===== src/rtl/rv32_mod_load_store_unit.sv =====
`timescale 1ns / 1ps
// rv32_mod_load_store_unit
//
// Load/store unit for the single-stage rv32imc core. Each accepted request
// either runs one data-bus cycle or is rejected without touching the bus. The
// unit steers byte lanes, checks alignment, sign/zero-extends loads and times
// out a stalled bus cycle. A completed transaction produces a one-cycle
// response.
//
// Ports:
//   clk, rst                 clock (rising edge), async active-high reset
//   req_valid/req_ready      request handshake (accepted when both high)
//   req_type[3:0]            funct3 in [2:0] ([1:0] width, [2] unsigned), [3] must be 0
//   req_wr                   1 = store, 0 = load
//   req_addr, req_wdata      byte address, right-aligned store data
//   rsp_valid                one-cycle completion pulse
//   rsp_rdata, rsp_error     extended load data (0 for stores/errors), error flag
//   bus_req/bus_we           bus cycle active / write cycle
//   bus_addr, bus_be         word address, byte enables
//   bus_wdata                lane-replicated store data
//   bus_ack, bus_err         transfer complete / bus error
//   bus_rdata                read data, valid with bus_ack
module rv32_mod_load_store_unit #(
  parameter int unsigned TIMEOUT_CYCLES = 255
) (
  input  logic        clk,
  input  logic        rst,
  input  logic        req_valid,
  input  logic [3:0]  req_type,
  input  logic        req_wr,
  input  logic [31:0] req_addr,
  input  logic [31:0] req_wdata,
  output logic        req_ready,
  output logic        rsp_valid,
  output logic [31:0] rsp_rdata,
  output logic        rsp_error,
  output logic        bus_req,
  output logic        bus_we,
  output logic [31:0] bus_addr,
  output logic [3:0]  bus_be,
  output logic [31:0] bus_wdata,
  input  logic        bus_ack,
  input  logic        bus_err,
  input  logic [31:0] bus_rdata
);

  localparam logic [1:0] StIdle = 2'd0;
  localparam logic [1:0] StBus  = 2'd1;
  localparam logic [1:0] StResp = 2'd2;

  localparam logic [8:0] TimeoutLimit = 9'(TIMEOUT_CYCLES);
  localparam bit         TimeoutEn    = (TIMEOUT_CYCLES != 0);

  logic [1:0]  state_q, state_d;
  logic [7:0]  cnt_q, cnt_d;
  logic [2:0]  type_q, type_d;
  logic [1:0]  lane_q, lane_d;
  logic        bus_req_q, bus_req_d;
  logic        bus_we_q, bus_we_d;
  logic [31:0] bus_addr_q, bus_addr_d;
  logic [3:0]  bus_be_q, bus_be_d;
  logic [31:0] bus_wdata_q, bus_wdata_d;
  logic        rsp_valid_q, rsp_valid_d;
  logic        rsp_error_q, rsp_error_d;
  logic [31:0] rsp_rdata_q, rsp_rdata_d;

  // Request decode
  logic [1:0]  req_width;
  logic        type_bad;
  logic        misaligned;
  logic [3:0]  be_calc;
  logic [31:0] wdata_calc;

  always_comb begin
    req_width  = req_type[1:0];
    type_bad   = req_type[3] || (req_width == 2'b11) ||
                 (!req_wr && req_type[2] && (req_width == 2'b10)) ||
                 (req_wr && req_type[2]);
    misaligned = ((req_width == 2'b01) && req_addr[0]) ||
                 ((req_width == 2'b10) && (req_addr[1:0] != 2'b00));
    unique case (req_width)
      2'b00: begin
        be_calc    = 4'b0001 << req_addr[1:0];
        wdata_calc = {4{req_wdata[7:0]}};
      end
      2'b01: begin
        be_calc    = req_addr[1] ? 4'b1100 : 4'b0011;
        wdata_calc = {2{req_wdata[15:0]}};
      end
      default: begin
        be_calc    = 4'b1111;
        wdata_calc = req_wdata;
      end
    endcase
  end

  // Load lane selection and extension, using the fields latched at acceptance
  logic [31:0] rdata_shifted;
  logic [31:0] load_data;

  always_comb begin
    rdata_shifted = bus_rdata >> {lane_q, 3'b000};
    unique case (type_q[1:0])
      2'b00:   load_data = {{24{~type_q[2] & rdata_shifted[7]}}, rdata_shifted[7:0]};
      2'b01:   load_data = {{16{~type_q[2] & rdata_shifted[15]}}, rdata_shifted[15:0]};
      default: load_data = bus_rdata;
    endcase
  end

  logic [8:0] cnt_inc;
  assign cnt_inc = {1'b0, cnt_q} + 9'd1;

  always_comb begin
    state_d     = state_q;
    cnt_d       = cnt_q;
    type_d      = type_q;
    lane_d      = lane_q;
    bus_req_d   = bus_req_q;
    bus_we_d    = bus_we_q;
    bus_addr_d  = bus_addr_q;
    bus_be_d    = bus_be_q;
    bus_wdata_d = bus_wdata_q;
    rsp_valid_d = 1'b0;
    rsp_error_d = 1'b0;
    rsp_rdata_d = 32'h0;

    unique case (state_q)
      StIdle: begin
        if (req_valid) begin
          if (type_bad || misaligned) begin
            state_d     = StResp;
            rsp_valid_d = 1'b1;
            rsp_error_d = 1'b1;
          end else begin
            state_d     = StBus;
            cnt_d       = 8'd0;
            type_d      = req_type[2:0];
            lane_d      = req_addr[1:0];
            bus_req_d   = 1'b1;
            bus_we_d    = req_wr;
            bus_addr_d  = {req_addr[31:2], 2'b00};
            bus_be_d    = be_calc;
            bus_wdata_d = wdata_calc;
          end
        end
      end
      StBus: begin
        // err beats ack beats timeout
        if (bus_err) begin
          state_d     = StResp;
          bus_req_d   = 1'b0;
          rsp_valid_d = 1'b1;
          rsp_error_d = 1'b1;
        end else if (bus_ack) begin
          state_d     = StResp;
          bus_req_d   = 1'b0;
          rsp_valid_d = 1'b1;
          rsp_rdata_d = bus_we_q ? 32'h0 : load_data;
        end else if (TimeoutEn && (cnt_inc == TimeoutLimit)) begin
          state_d     = StResp;
          bus_req_d   = 1'b0;
          rsp_valid_d = 1'b1;
          rsp_error_d = 1'b1;
        end else begin
          cnt_d = cnt_inc[7:0];
        end
      end
      StResp: begin
        state_d = StIdle;
      end
      default: begin
        state_d   = StIdle;
        bus_req_d = 1'b0;
      end
    endcase
  end

  always_ff @(posedge clk or posedge rst) begin
    if (rst) begin
      state_q     <= StIdle;
      cnt_q       <= 8'd0;
      type_q      <= 3'd0;
      lane_q      <= 2'd0;
      bus_req_q   <= 1'b0;
      bus_we_q    <= 1'b0;
      bus_addr_q  <= 32'h0;
      bus_be_q    <= 4'h0;
      bus_wdata_q <= 32'h0;
      rsp_valid_q <= 1'b0;
      rsp_error_q <= 1'b0;
      rsp_rdata_q <= 32'h0;
    end else begin
      state_q     <= state_d;
      cnt_q       <= cnt_d;
      type_q      <= type_d;
      lane_q      <= lane_d;
      bus_req_q   <= bus_req_d;
      bus_we_q    <= bus_we_d;
      bus_addr_q  <= bus_addr_d;
      bus_be_q    <= bus_be_d;
      bus_wdata_q <= bus_wdata_d;
      rsp_valid_q <= rsp_valid_d;
      rsp_error_q <= rsp_error_d;
      rsp_rdata_q <= rsp_rdata_d;
    end
  end

  assign req_ready = (state_q == StIdle);
  assign rsp_valid = rsp_valid_q;
  assign rsp_error = rsp_error_q;
  assign rsp_rdata = rsp_rdata_q;
  assign bus_req   = bus_req_q;
  assign bus_we    = bus_we_q;
  assign bus_addr  = bus_addr_q;
  assign bus_be    = bus_be_q;
  assign bus_wdata = bus_wdata_q;

endmodule


===== config.mk =====
export PLATFORM = sky130hd
export DESIGN_NAME = rv32_mod_load_store_unit
export DESIGN_NICKNAME = d
export VERILOG_FILES = /design/src/rtl/rv32_mod_load_store_unit.sv
export SDC_FILE = /design/constraint.sdc
export NUM_CORES = 1
export LEC_CHECK = 0
export CAP_MARGIN = 0
export CELL_PAD_IN_SITES_DETAIL_PLACEMENT = 1
export CELL_PAD_IN_SITES_GLOBAL_PLACEMENT = 1
export CORE_MARGIN = 3
export CORE_UTILIZATION = 35
export DETAILED_ROUTE_END_ITERATION = 6
export GPL_TIMING_DRIVEN = 0
export PLACE_DENSITY_LB_ADDON = 0.15
export SYNTH_ARGS = -nofsm -noshare
export SYNTH_HDL_FRONTEND = slang
export SYNTH_SLANG_ARGS = --single-unit

===== constraint.sdc =====
create_clock -name clk -period 8.95 [get_ports clk]
set_clock_uncertainty 0.2 [all_clocks]
set_input_delay 1.79 -clock clk [delete_from_list [all_inputs] [get_ports clk]]
set_output_delay 1.79 -clock clk [all_outputs]
set_load 0.02 [all_outputs]

==> results of run 1 <==
[placed cells by master, fill, tap and decap left out, types with 2 or more instances in the layout]
| cell | instances |
|---|---|
| dfrtp_1 | 117 |
| ha_1 | 2 |
| clkbuf_8 | 2 |
| nor3_1 | 17 |
| nand3_1 | 6 |
| o21ai_0 | 46 |
| o211ai_1 | 2 |
| a22o_1 | 4 |
| clkbuf_1 | 21 |
| and2_1 | 2 |
| mux2_2 | 42 |
| a22oi_1 | 7 |
| nand4_1 | 2 |
| clkbuf_16 | 17 |
| bufinv_16 | 7 |
| nand2b_1 | 2 |
| mux2i_1 | 33 |
| clkinv_2 | 3 |
| nand2_1 | 47 |
| inv_1 | 9 |
| a21oi_1 | 28 |
| or3_1 | 2 |
| buf_2 | 6 |
| nor2_1 | 31 |
| and3_1 | 2 |
| buf_1 | 4 |
| buf_4 | 3 |
| conb_1 | 2 |
| nor2b_1 | 18 |
| o21ai_1 | 3 |
| o221a_2 | 7 |
| clkdlybuf4s50_1 | 207 |
[tightest hold or removal path, stage by stage, from the launching register on]
cell and delay [ns]:
dfrtp_1 0.34, nand2_1 0.05, o21ai_0 0.06
[layer usage]
| metal | global-route usage, % | wire, microns | up-vias |
|---|---|---|---|
| li1 | - | - | 2166 |
| met5 | 0 | 0 | - |
| met1 | 26.9 | 7520 | 2353 |
| met4 | 7.29 | 265 | 0 |
| met3 | 6.39 | 1170 | 19 |
| met2 | 37.2 | 9020 | 150 |
[flip-flops by register name (all words and copies together), names as in the netlist]
signal,flops
bus_wdata,32
rsp_rdata,32
bus_addr,30
cnt_q,8
bus_be,4
type_q,3
lane_q,2
state_q,2
bus_req,1
bus_we,1
rsp_error,1
rsp_valid,1
[kinds of logic (layout without fill, tap and decap cells)]
logic type | Yosys count | in the layout | share of synthesized area, %
AOI/OAI and AO/OA | 111 | 111 | 13.3
xor gates and xnor gates | 1 | 1 | 0.165
adders and majority gates | 2 | 2 | 0.470
buffers and inverters | 43 | 282 | 3.53
DFF | 117 | 117 | 55.0
muxes | 76 | 76 | 15.5
other | 1 | 2 | 0.0705
and+or+nand+nor | 135 | 135 | 11.9
[power groups by stage]
stage,Clock [mW],Sequential [mW],Combinational (mW)
floorplan,0,0.829,0.220
global placement,0,0.704,0.672
detailed placement,0,0.712,0.689
CTS,0.816,0.705,0.697
global route,0.844,0.718,0.741
finish,0.801,0.703,0.689
[metrics by stage]
step	utilization, %	hold WS, ns	total power, mW	setup slack (ns)
6_report	56.8	0.282	2.19	5.21
5_1_grt	56.8	0.305	2.30	4.95
4_1_cts	56.8	0.283	2.22	5.20
3_5_place_dp	52.1	0.272	1.40	4.73
3_3_place_gp	51.9	0.262	1.38	2.20
2_1_floorplan	-	0.250	1.05	3.86
[final cells by class]
| class | instances | area (sq um) |
|---|---|---|
| Tap cell | 184 | 230 |
| Sequential cell | 117 | 2930 |
| Buffer | 33 | 150 |
| Multi-Input combinational cell | 327 | 2210 |
| Clock buffer | 21 | 460 |
| Clock inverter | 10 | 225 |
| Timing Repair Buffer | 208 | 2100 |
| Fill cell | 1555 | 6360 |
| Inverter | 10 | 42.5 |
[how the worst max path moves through the flow]
stage	slack [ns]	from	to
final	5.21	req_addr[0]	bus_wdata[10]
after floorplan	3.86	rst	bus_addr[10]
after global routing	4.95	req_addr[0]	bus_wdata[10]
after detailed placement	4.73	req_addr[0]	bus_addr[5]
after global placement	2.20	rst	bus_wdata[17]
after CTS	5.20	req_addr[0]	bus_wdata[10]
==> results.py, run 1 <==
metrics = {
    "yosys": {
        "ys_warn_count": 0,
        "syn_inst": 486,
        "synth-edff-count": 0,
        "async_flop_share_pct": 100,
        "synth_seq_cells": 117,
        "synth_top_area_share_pct": 55.0,
        "seq_area_frac_synth_pct": 55.0,
        "yosys-top-cells-area": "dfrtp_1 (55%), mux2_2 (8.9%), mux2i_1 (6.2%), o21ai_0 (4.3%), nand2_1 (3.3%)",
        "synth_most_common_cell": "dfrtp_1",
        "yosys.area.top_type": "dfrtp_1",
        "ys.flop_type": "dfrtp_1",
        "syn_area_sq_um": 5320,
        "synth_cell_types": 50,
        "synth_common_cells": "dfrtp_1 (117), nand2_1 (47), o21ai_0 (46)",
        "synth.avg_cell_area_sq_um": 10.9,
    },
    "setup_path": {
        "worstPathMaxFanout": 10,
        "cp.depth": 7,
        "endpoint_kind": "register",
        "max_stage_delay_ns": 0.58,
        "cp.required_ns": 9.08,
        "cp-start-kind": "input port",
        "rr_endpoint": "bus_req",
        "path_cells": "clkdlybuf4s50_1 -> a21oi_1 -> o211ai_1 -> buf_2 -> clkbuf_1 -> nand2_1 -> o21ai_0",
        "crit_type": "input port to register",
        "cp.arrival_ns": 3.87,
        "reg2reg_depth": 6,
        "cp_slowest_cell": "clkdlybuf4s50_1",
        "r2r-start": "cnt_q[0]",
        "path_buf_inv": 3,
        "critical_path.top_delay_family": "buffers and inverters",
        "r2r_slack_ns": 6.45,
    },
    "placed_design": {
        "dp_cells": 879,
        "io_buffers": 207,
        "place_congestion": 0.788,
        "dp_hpwl_mm": 13.2,
        "dpl_cell_area_sq_um": 7660,
    },
    "die": {
        "num_io_pins": 211,
        "die_h_microns": 129,
        "die_w_microns": 129,
        "initial_utilization_pct": 36.2,
        "rows": 44,
        "die_area_sq_um": 16700,
        "core_sq_um": 14700,
    },
    "worst_hold_path": {
        "hold_path_class": "register to register",
        "holdCritStartpoint": "bus_wdata[11]",
        "holdPathStages": 2,
        "min_delay_worst_endpoint": "bus_wdata[11]",
    },
    "detailed_routing": {
        "post_drt_wl_per_cell_microns": 19.8,
        "first_pass_iters": 4,
        "ant_nets": 0,
        "vias": 4688,
        "drt_iter0_markers": 211,
        "drt-vias-per-instance": 5.15,
        "drcViolationCount": 0,
        "drt-total-wl_mm": 18.0,
    },
    "cts": {
        "insertion_delay_ns": 0.42,
        "cts_tree": "yes",
        "cts_root_buffer": "clkbuf_16",
        "clk_pin_slew_ns": 0.06,
        "cts_buffers": 17,
        "clkSinkCount": 117,
        "cts-resized-gates": 0,
        "hold_buffers": 0,
        "htreeDepth": 4,
        "clk_path_buf_depth": 2,
        "postCtsSetupBuffers": 0,
    },
    "sta": {
        "fin_crit_ns": 3.74,
        "maxSlewHeadroom_pct": 36.4,
        "tightest_slew_ns": 0.951,
        "fmax_mhz": 268,
        "hold_viol": 0,
        "maxSlewViolCount": 0,
        "fin_crit_sh_pct": 41.8,
        "rsz0062_at_grt": "false",
        "setup_viol": 0,
        "tns_ns": 0,
    },
    "global_route": {
        "antenna_found_initial": 0,
        "grt-ovfl-total": 0,
        "grt_pass1_vias": 5202,
        "grt_max_degree": 78,
        "gr-usage-all-layers_pct": 21.9,
        "grt_pass1_wl_mm": 28.0,
    },
    "pwr": {
        "power_leakage_nw": 3.59,
        "clkPwrFrac_pct": 36.5,
        "swShare_pct": 30.2,
        "combPwrFrac_pct": 31.4,
        "internal_power_mw": 1.53,
        "power_density_nw_per_um2": 263,
        "p_switching_uw": 663,
        "ir_worst_vdd_uv": 155,
        "p_seq_share_pct": 32.1,
    },
    "job": {
        "max_cap_violations": 0,
    },
    "run_status": {
        "run_status": "complete, no violations",
    },
    "final_layout": {
        "postLayoutCellArea_sq_um": 8340,
        "fin_cells": 910,
        "drive_gt1_share_pct": 13.8,
        "antenna_cells": 0,
        "syn_to_final_growth_pct": 56.9,
        "nNetsFinal": 822,
    },
}
No activity file was read; power rests on OpenSTA's default activity.
==> run 2, diff against run 1 <==
--- a/config.mk
+++ b/config.mk
@@ -9,7 +9,7 @@
 export CELL_PAD_IN_SITES_DETAIL_PLACEMENT = 1
 export CELL_PAD_IN_SITES_GLOBAL_PLACEMENT = 1
 export CORE_MARGIN = 3
-export CORE_UTILIZATION = 35
+export CORE_UTILIZATION = 33
 export DETAILED_ROUTE_END_ITERATION = 6
 export GPL_TIMING_DRIVEN = 0
 export PLACE_DENSITY_LB_ADDON = 0.15
==> constraint.sdc (replaced) <==
create_clock -name clk -period 3.7 [get_ports clk]
set_clock_uncertainty 0.2 [all_clocks]
set_input_delay 0.74 -clock clk [delete_from_list [all_inputs] [get_ports clk]]
set_output_delay 0.74 -clock clk [all_outputs]
set_load 0.02 [all_outputs]
==> run 2 against run 1 <==
Against the previous run:
- power rose by 140%
- register-to-register slack got worse by 5.3 ns
- critical path depth fell by 1
- die area rose by 5.8%
- worst setup slack got worse by 4.3 ns
- highest routed layer unchanged
- via count fell by 0.77%
- combinational power rose by 140%
- sequential share of layout area fell by 0.10 points
- count of clock-buffer cells in the layout rose by 1
- non-clock buffer count rose by 1
- final area rose by 0.28%
- cell count rose by 3.2%
==> results.py, run 2 (same netlist as run 1, synthesis figures left out) <==
metrics = {
    "run_status": {
        "run_status": "complete, no violations",
    },
    "detailed_routing": {
        "drt_iter0_markers": 155,
        "first_pass_iters": 4,
        "vias": 4652,
        "ant_nets": 0,
        "drt-vias-per-instance": 4.95,
        "drt-total-wl_mm": 17.9,
        "drcViolationCount": 0,
        "post_drt_wl_per_cell_microns": 19.1,
    },
    "pwr": {
        "ir_worst_vdd_uv": 301,
        "power_density_nw_per_um2": 625,
        "p_switching_mw": 1.59,
        "swShare_pct": 30.4,
        "combPwrFrac_pct": 31.9,
        "internal_power_mw": 3.64,
        "clkPwrFrac_pct": 35.5,
        "power_leakage_nw": 3.58,
        "p_seq_share_pct": 32.6,
    },
    "final_layout": {
        "final_core_util_pct": 54.0,
        "layout_commonest_cell": "clkdlybuf4s50_1",
        "final_cell_mix": "clkdlybuf4s50_1 (207), dfrtp_1 (117), nand2_1 (47)",
        "postLayoutCellArea_sq_um": 8370,
        "nNetsFinal": 823,
        "antenna_cells": 0,
        "syn_to_final_growth_pct": 57.3,
        "fillerInstances": 1652,
        "drive_gt1_share_pct": 13.9,
        "fin_cells": 939,
    },
    "sta": {
        "maxSlewViolCount": 0,
        "tightest_slew_ns": 0.947,
        "fin_crit_ns": 2.78,
        "hold_ws_ns": 0.276,
        "fin_crit_sh_pct": 75.2,
        "setup_viol": 0,
        "fmax_mhz": 359,
        "hold_viol": 0,
        "maxSlewHeadroom_pct": 36.6,
        "tns_ns": 0,
        "rsz0062_at_grt": "false",
    },
    "cts": {
        "hold_buffers": 0,
        "htreeDepth": 4,
        "clk_pin_slew_ns": 0.05,
        "insertion_delay_ns": 0.41,
        "cts_buffers": 17,
        "clk_path_buf_depth": 2,
        "cts-resized-gates": 0,
        "postCtsSetupBuffers": 0,
        "cts_tree": "yes",
        "clkSinkCount": 117,
        "cts_root_buffer": "clkbuf_16",
    },
    "global_route": {
        "grt_max_degree": 42,
        "grt_pass1_wl_mm": 28.6,
        "grt-ovfl-total": 0,
        "antenna_found_initial": 0,
        "gr-usage-all-layers_pct": 20.7,
        "grt_pass1_vias": 5038,
    },
    "die": {
        "core_sq_um": 15500,
        "die_h_microns": 133,
        "die_w_microns": 133,
        "rows": 45,
        "initial_utilization_pct": 34.4,
        "die_area_sq_um": 17700,
        "num_io_pins": 211,
    },
    "setup_path": {
        "endpoint_kind": "register",
        "cp.required_ns": 3.79,
        "cp-start-kind": "input port",
        "crit_type": "input port to register",
        "cp.arrival_ns": 2.87,
        "worstPathMaxFanout": 10,
        "startpoint": "req_addr[0]",
        "r2r-start": "cnt_q[0]",
    },
    "placed_design": {
        "dp_hpwl_mm": 13.8,
        "dp_cells": 907,
        "place_congestion": 0.801,
        "dpl_cell_area_sq_um": 7700,
        "io_buffers": 207,
    },
    "worst_hold_path": {
        "holdCritStartpoint": "bus_wdata[11]",
        "hold_path_class": "register to register",
    },
    "job": {
        "max_cap_violations": 0,
    },
}
run 2: changes by cell type in the layout (fill, tap and decap cells not counted), sizes merged:
cell / delta
clkbuf: +1
bufinv: -1
inv: -1
clkinv: +1
clkinvlp: +1
buf: +1
run 2: worst max-delay path: stages:
cell and delay [ns]:
clkdlybuf4s50_1 0.59, a21oi_1 0.14, o211ai_1 0.38, buf_2 0.32, buf_2 0.31, mux2_2 0.38
run 2: layout make-up:
cell class / count / area [sq um] / share of cell area [%]
buffer: 33 / 150 / 1.79
clock buffer: 22 / 464 / 5.55
clock inverter: 10 / 200 / 2.39
inverter: 10 / 41.3 / 0.493
multi-input combinational: 327 / 2210 / 26.4
sequential: 117 / 2930 / 35.0
tap: 211 / 264 / 3.16
timing repair buffer: 209 / 2110 / 25.2
run 2: path summary, 6_finish.rpt:
path	endpoint	slack, ns	cells after the start
setup reg to reg	bus_req	1.20	6
hold reg to reg	bus_wdata[11]	0.28	2
max in group asynchronous	bus_wdata[28]	1.95	3
hold / removal	bus_wdata[11]	0.28	2
min in group asynchronous	rsp_rdata[25]	0.67	2
setup / recovery	bus_addr[10]	0.92	6
run 2: routing by layer:
metal,GRT usage (%),vias to the layer above,part of all wire [%]
li1,-,2176,-
met1,25.9,2318,43
met2,35.4,142,50
met3,5.29,16,5.4
met4,5.89,0,1.2
met5,0,-,0
run 2: power by group through the flow:
stage / Combinational (mW) / Clock (mW) / Sequential (mW)
after global placement: 1.63 / 0 / 1.70
after detailed placement: 1.68 / 0 / 1.72
after CTS: 1.69 / 1.90 / 1.71
after global routing: 1.79 / 1.97 / 1.74
after floorplan: 0.533 / 0 / 2.01
final: 1.67 / 1.86 / 1.70
run 2: stage by stage:
stage / setup slack, ns / power (mW)
final: 0.916 / 5.23
after global routing: 0.790 / 5.49
after CTS: 0.897 / 5.29
after detailed placement: 0.467 / 3.40
after global placement: 0.223 / 3.33
after floorplan: 1.33 / 2.54
==> run 3, diff against run 2 <==
--- a/config.mk
+++ b/config.mk
@@ -9,7 +9,7 @@
 export CELL_PAD_IN_SITES_DETAIL_PLACEMENT = 1
 export CELL_PAD_IN_SITES_GLOBAL_PLACEMENT = 1
 export CORE_MARGIN = 3
-export CORE_UTILIZATION = 33
+export CORE_UTILIZATION = 30
 export DETAILED_ROUTE_END_ITERATION = 6
 export GPL_TIMING_DRIVEN = 0
 export PLACE_DENSITY_LB_ADDON = 0.15
==> constraint.sdc (replaced) <==
create_clock -name clk -period 2.45 [get_ports clk]
set_clock_uncertainty 0.2 [all_clocks]
set_input_delay 0.49 -clock clk [delete_from_list [all_inputs] [get_ports clk]]
set_output_delay 0.49 -clock clk [all_outputs]
set_load 0.02 [all_outputs]
==> run 3 against run 2 <==
Against the previous run:
- power increased by 49%
- utilization shrank 5.2 points
- cell count rose by 2.1%
- sequential power is 51% higher
- global-route usage decreased by 2.4 points
- combinational power up 50%
- final area grew 0.93%
- hold slack better by 0.00097 ns
- clock power grew 44%
- critical path type unchanged
- largest cell class unchanged
- highest routed layer unchanged
==> results.py, run 3 (same netlist as run 1, synthesis figures left out) <==
metrics = {
    "detailed_routing": {
        "drt-total-wl_mm": 17.5,
        "wl_met3_mm": 1.24,
        "ant_nets": 0,
        "drcViolationCount": 0,
        "first_pass_iters": 4,
        "post_drt_wl_per_cell_microns": 18.2,
        "dr.max_layer_used": "met4",
        "met2_length_mm": 8.56,
        "met1_length_mm": 7.38,
        "drt_iter0_markers": 186,
        "vias": 4650,
        "drt-vias-per-instance": 4.85,
    },
    "final_layout": {
        "antenna_cells": 0,
        "final_cell_mix": "clkdlybuf4s50_1 (207), dfrtp_1 (115), nand2_1 (47)",
        "fin_cells": 959,
        "layout_commonest_cell": "clkdlybuf4s50_1",
        "final_core_util_pct": 48.8,
        "nNetsFinal": 829,
        "drive_gt1_share_pct": 15.7,
        "syn_to_final_growth_pct": 58.8,
    },
    "setup_path": {
        "crit_type": "input port to register",
        "cp.required_ns": 2.54,
        "r2r_slack_ns": 0.15,
        "reg2reg_depth": 6,
        "worstPathMaxFanout": 10,
        "cp.arrival_ns": 2.44,
        "cp-start-kind": "input port",
        "r2r-start": "cnt_q[0]",
        "rr_endpoint": "bus_req",
        "endpoint_kind": "register",
    },
    "sta": {
        "fin_crit_ns": 2.35,
        "hold_ws_ns": 0.277,
        "setup_viol": 0,
        "fin_crit_sh_pct": 96.0,
        "worst_slack_ns": 0.0977,
        "tightest_slew_ns": 0.940,
        "maxSlewViolCount": 0,
        "maxSlewHeadroom_pct": 37.1,
        "hold_viol": 0,
        "fmax_mhz": 425,
    },
    "cts": {
        "cts_tree": "yes",
        "cts_root_buffer": "clkbuf_16",
        "cts_buffers": 17,
        "clk_pin_slew_ns": 0.05,
        "htreeDepth": 4,
        "clkSinkCount": 117,
        "clk_path_buf_depth": 2,
        "insertion_delay_ns": 0.41,
    },
    "die": {
        "die_h_microns": 139,
        "die_area_sq_um": 19400,
        "initial_utilization_pct": 30.8,
        "num_io_pins": 211,
        "core_sq_um": 17300,
        "rows": 48,
        "die_w_microns": 139,
    },
    "pwr": {
        "power_density_nw_per_um2": 920,
        "ir_worst_vdd_uv": 535,
        "power_leakage_nw": 3.61,
    },
    "placed_design": {
        "dp_cells": 922,
        "post-place-ws_ns": -0.547,
        "dp_hpwl_mm": 13.4,
        "io_buffers": 207,
        "place_congestion": 0.771,
    },
    "global_route": {
        "grt_pass1_vias": 5038,
        "grt_pass1_wl_mm": 28.1,
        "grt-ovfl-total": 0,
        "antenna_found_initial": 0,
        "grt_max_degree": 43,
        "gr-usage-all-layers_pct": 18.3,
    },
    "job": {
        "max_cap_violations": 0,
    },
    "run_status": {
        "run_status": "complete, no violations",
    },
    "worst_hold_path": {
        "hold_path_class": "input port to async pin",
    },
}
run 3: changes by cell type in the layout (fill, tap and decap cells not counted), moves of 2 or more:
cell,before,now
clkinvlp_4,1,3
clkbuf_8,2,4
dfrtp_1,117,115
clkinv_2,4,2
dfrtp_2,0,2
bufinv_16,6,4
clkbuf_2,0,4
buf_2,6,2
buf_4,3,11
clkbuf_1,22,20
buf_1,4,2
run 3: cell type report:
class	count	area, sq um
Tap cell	225	282
Fill cell	1881	8850
Clock inverter	8	145
Sequential cell	117	2930
Timing Repair Buffer	215	2170
Buffer	33	165
Clock buffer	24	492
Multi-Input combinational cell	327	2220
Inverter	10	41.3
run 3: through the flow:
stage               setup TNS (ns)  total power, mW  area [sq um]
floorplan                        0             3.83          5330
global placement           -128.94             5.04          7680
detailed placement          -41.42             5.12          7740
CTS                              0             7.84          8390
global route                -0.547             8.18          8440
finish                           0             7.77          8440
run 3: power breakdown:
part	leakage, nW	total [mW]	switching [mW]	internal [mW]
Clock	0.306	2.68	0.873	1.81
Sequential	1.50	2.57	0.237	2.34
Combinational	1.80	2.51	1.28	1.23
Total	3.61	7.77	2.39	5.37
run 3: worst max path at each step:
stage               slack, ns            to  cells after the start        start
floorplan                0.25       bus_req                      6     cnt_q[0]
global placement        -0.81      cnt_q[2]                      2          rst
detailed placement      -0.55  bus_addr[10]                      6  req_type[3]
CTS                     0.008       bus_req                      6     cnt_q[0]
global route            -0.04  bus_addr[21]                      6  req_addr[0]
finish                    0.1  bus_addr[21]                      6  req_addr[0]
run 3: repair_timing:
item | in CTS | in global routing
setup buffers | 0 | 5
gates resized for setup | 6 | 11
hold buffers | 0 | 0
pin swaps | 0 | 3
endpoints found under the setup margin | 65 | 75
run 3: critical path: stages:
cell and delay [ns]:
clkdlybuf4s50_1 0.59, a21oi_1 0.12, o211ai_1 0.36, buf_4 0.27, clkbuf_4 0.24, mux2_2 0.36
run 3: per-layer routing:
| metal | GRT usage [%] | up-vias |
|---|---|---|
| li1 | - | 2184 |
| met1 | 22.8 | 2299 |
| met4 | 5.97 | 0 |
| met2 | 30.1 | 146 |
| met3 | 6.10 | 21 |
| met5 | 0 | - |
==> RTL edit, RTL diff (flow settings as in run 1) <==
Make the reset (`rst`) synchronous in one clocked block. Comments in the files are not updated.
--- a/src/rtl/rv32_mod_load_store_unit.sv
+++ b/src/rtl/rv32_mod_load_store_unit.sv
@@ -175,7 +175,7 @@
     endcase
   end
 
-  always_ff @(posedge clk or posedge rst) begin
+  always_ff @(posedge clk) begin
     if (rst) begin
       state_q     <= StIdle;
       cnt_q       <= 8'd0;
Behaviour: differs if rst is asserted again (counterexample within 4 cycles, from zero or initial values and one cycle with rst high); with rst held inactive, the same outputs for 4 cycles.
==> RTL edit against run 1 <==
  * Area after synthesis fell by 5.0%
  * Register-to-register slack gained 290 ps
  * Cell area decreased by 5.2%
  * Largest cell class is now multi-input combinational cells
  * Worst setup slack worse by 190 ps
  * Highest routed layer unchanged
  * Cell count up 13%
  * Sequential cell count is the same
  * Routed wire length grew 5.6%
Power is not compared: it rests on default switching activity, and its combinational part moved more than twofold at a synthesized area within 25%.
==> RTL edit: results (changes against run 1) <==
drive_gt1_frac: 0.0845  # was 0.138
synth-compound-area-share: 0.206  # was 0.133
arrival_ps: 4060  # was 3870 ps
critPathTopFamily: "buffers and inverters"  # unchanged
ctsResizeCount: 0  # unchanged
gp_congestion: 0.860  # was 0.788
yosysWarnings: 0  # unchanged
synth_area_leaders: "dfxtp_1 46%, nand2_1 10%, a21oi_1 8.3%, mux2i_1 6.3%, nor2_1 3.7%"  # was dfrtp_1 55%, mux2_2 8.9%, mux2i_1 6.2%, o21ai_0 4.3%, nand2_1 3.3%
hold_path_class: "flip-flop to flip-flop"  # unchanged
drtPass1Iterations: 5  # was 4
synthFlopType: "dfxtp_1"  # was dfrtp_1
synth-adder-area-share: 0.00495  # was 0.00470
track_usage: 0.235  # was 0.219
maxSlewHeadroom: 0.526  # was 0.364
grt_max_degree: 17  # was 78
vdd_drop_max_uv: 136
setup_viol: 0  # unchanged
routedWlPerCell_um: 18.4  # was 19.8 um
leakagePower_nw: 2.75
io_buffers: 207  # unchanged
synth_common_cells: "139 x nand2_1, 117 x dfxtp_1, 84 x a21oi_1"  # was 117 x dfrtp_1, 47 x nand2_1, 46 x o21ai_0
outcome: "finished, final reports clean"  # unchanged
worst-path-max-fanout: 10  # unchanged
first_global_vias: 5552  # was 5202
grt_pass1_wl_um: 29800  # was 28000 um
grt_antenna_before_repair: 0  # unchanged
fin_nets: 948  # was 822
diodes: 0  # unchanged
critPathMaxStageDelay_ps: 570
postRouteAntennaNets: 0  # unchanged
synth_mux_area_frac: 0.0679  # was 0.155
cts-root-buf: "clkbuf_16"  # unchanged
cts_max_path_buffers: 2  # unchanged
drtIter0Drc: 243  # was 211
ys_types: 48  # was 50
synth_xor_xnor_area_share: 0.00173  # was 0.00165
post_cts_buffers: 0  # unchanged
ys_seq_area_frac: 0.464  # was 0.550
vias: 5305  # was 4688
critPathSlowestCell: "clkdlybuf4s50_1"  # unchanged
synthArstFlopShare: 0  # was 1.00
dp_hpwl_um: 14500  # was 13200 um
RTL edit: cell types whose count changed after synthesis, moves of 10 or more:
cell	run 1	this run
dfrtp_1	117	0
o21ai_0	46	21
a21oi_1	28	84
dfxtp_1	0	117
nand2_1	47	139
a211oi_1	0	10
nor2_1	31	50
nor2b_1	18	2
buf_2	6	20
mux2_2	42	0
a311oi_1	0	11
RTL edit: final cells by class:
class                   instances  area (sq um)
inverters                       4          15.0
clock inverters                 3          15.0
repair buffers                207          2070
clock buffers                  28           537
multi-input cells             442          2440
flip-flops and latches        117          2340
plain buffers                  51           254
fillers                      1669          6080
well taps                     180           225
RTL edit: power by group through the flow:
stage	Combinational, W	Sequential [W]	Clock, W
finish	0.000173	0.000540	0.000629
global route	0.000186	0.000541	0.000663
CTS	0.000173	0.000540	0.000639
detailed placement	0.000171	0.000551	0
global placement	0.000167	0.000550	0
floorplan	0.0000609	0.000563	0
RTL edit: worst register-to-register path, cell delays in order, from the launching register on:
cell and delay, ps:
dfxtp_1 390, ha_1 230, and2b_1 200, o2111ai_1 360
o31a_1 190, buf_2 220, o21ai_0 160, a21oi_1 160
RTL edit: final timing paths:
| kind | startpoint | depth (start not counted) | endpoint | slack, ps |
|---|---|---|---|---|
| setup / recovery | req_addr[1] | 8 | cnt_q[2]$_SDFFE_PP0P_ | 5020 |
| hold / removal | bus_addr[10]$_SDFFE_PP0P_ | 2 | bus_addr[10]$_SDFFE_PP0P_ | 260 |
| setup reg to reg | cnt_q[1]$_SDFFE_PP0P_ | 7 | cnt_q[2]$_SDFFE_PP0P_ | 6740 |
| hold reg to reg | bus_addr[10]$_SDFFE_PP0P_ | 2 | bus_addr[10]$_SDFFE_PP0P_ | 260 |
RTL edit: layer usage:
metal | global-route usage | part of all wire | vias to the layer above
li1 | - | - | 2564
met1 | 0.277 | 0.42 | 2551
met2 | 0.408 | 0.50 | 160
met3 | 0.0721 | 0.063 | 30
met4 | 0.0789 | 0.020 | 0
met5 | 0 | 0 | -
RTL edit: cells by family (layout without fill, tap and decap cells):
group	after synthesis	in the layout
compound gates	163	163
xor+xnor	1	1
fa+ha+maj	2	2
buf+inv	55	293
flops	117	117
mux	33	33
other cells	1	2
simple gates	241	241
RTL edit: metrics by stage:
stage,util,instances,setup WS (ps),hold slack (ps),instance area (sq um)
after floorplan,-,614,5790,258,5060
after global placement,0.526,1001,4740,241,7350
after detailed placement,0.526,1001,4630,251,7350
after CTS,0.565,1032,5060,259,7910
after global routing,0.565,1032,4910,275,7910
final,0.565,1032,5020,255,7910
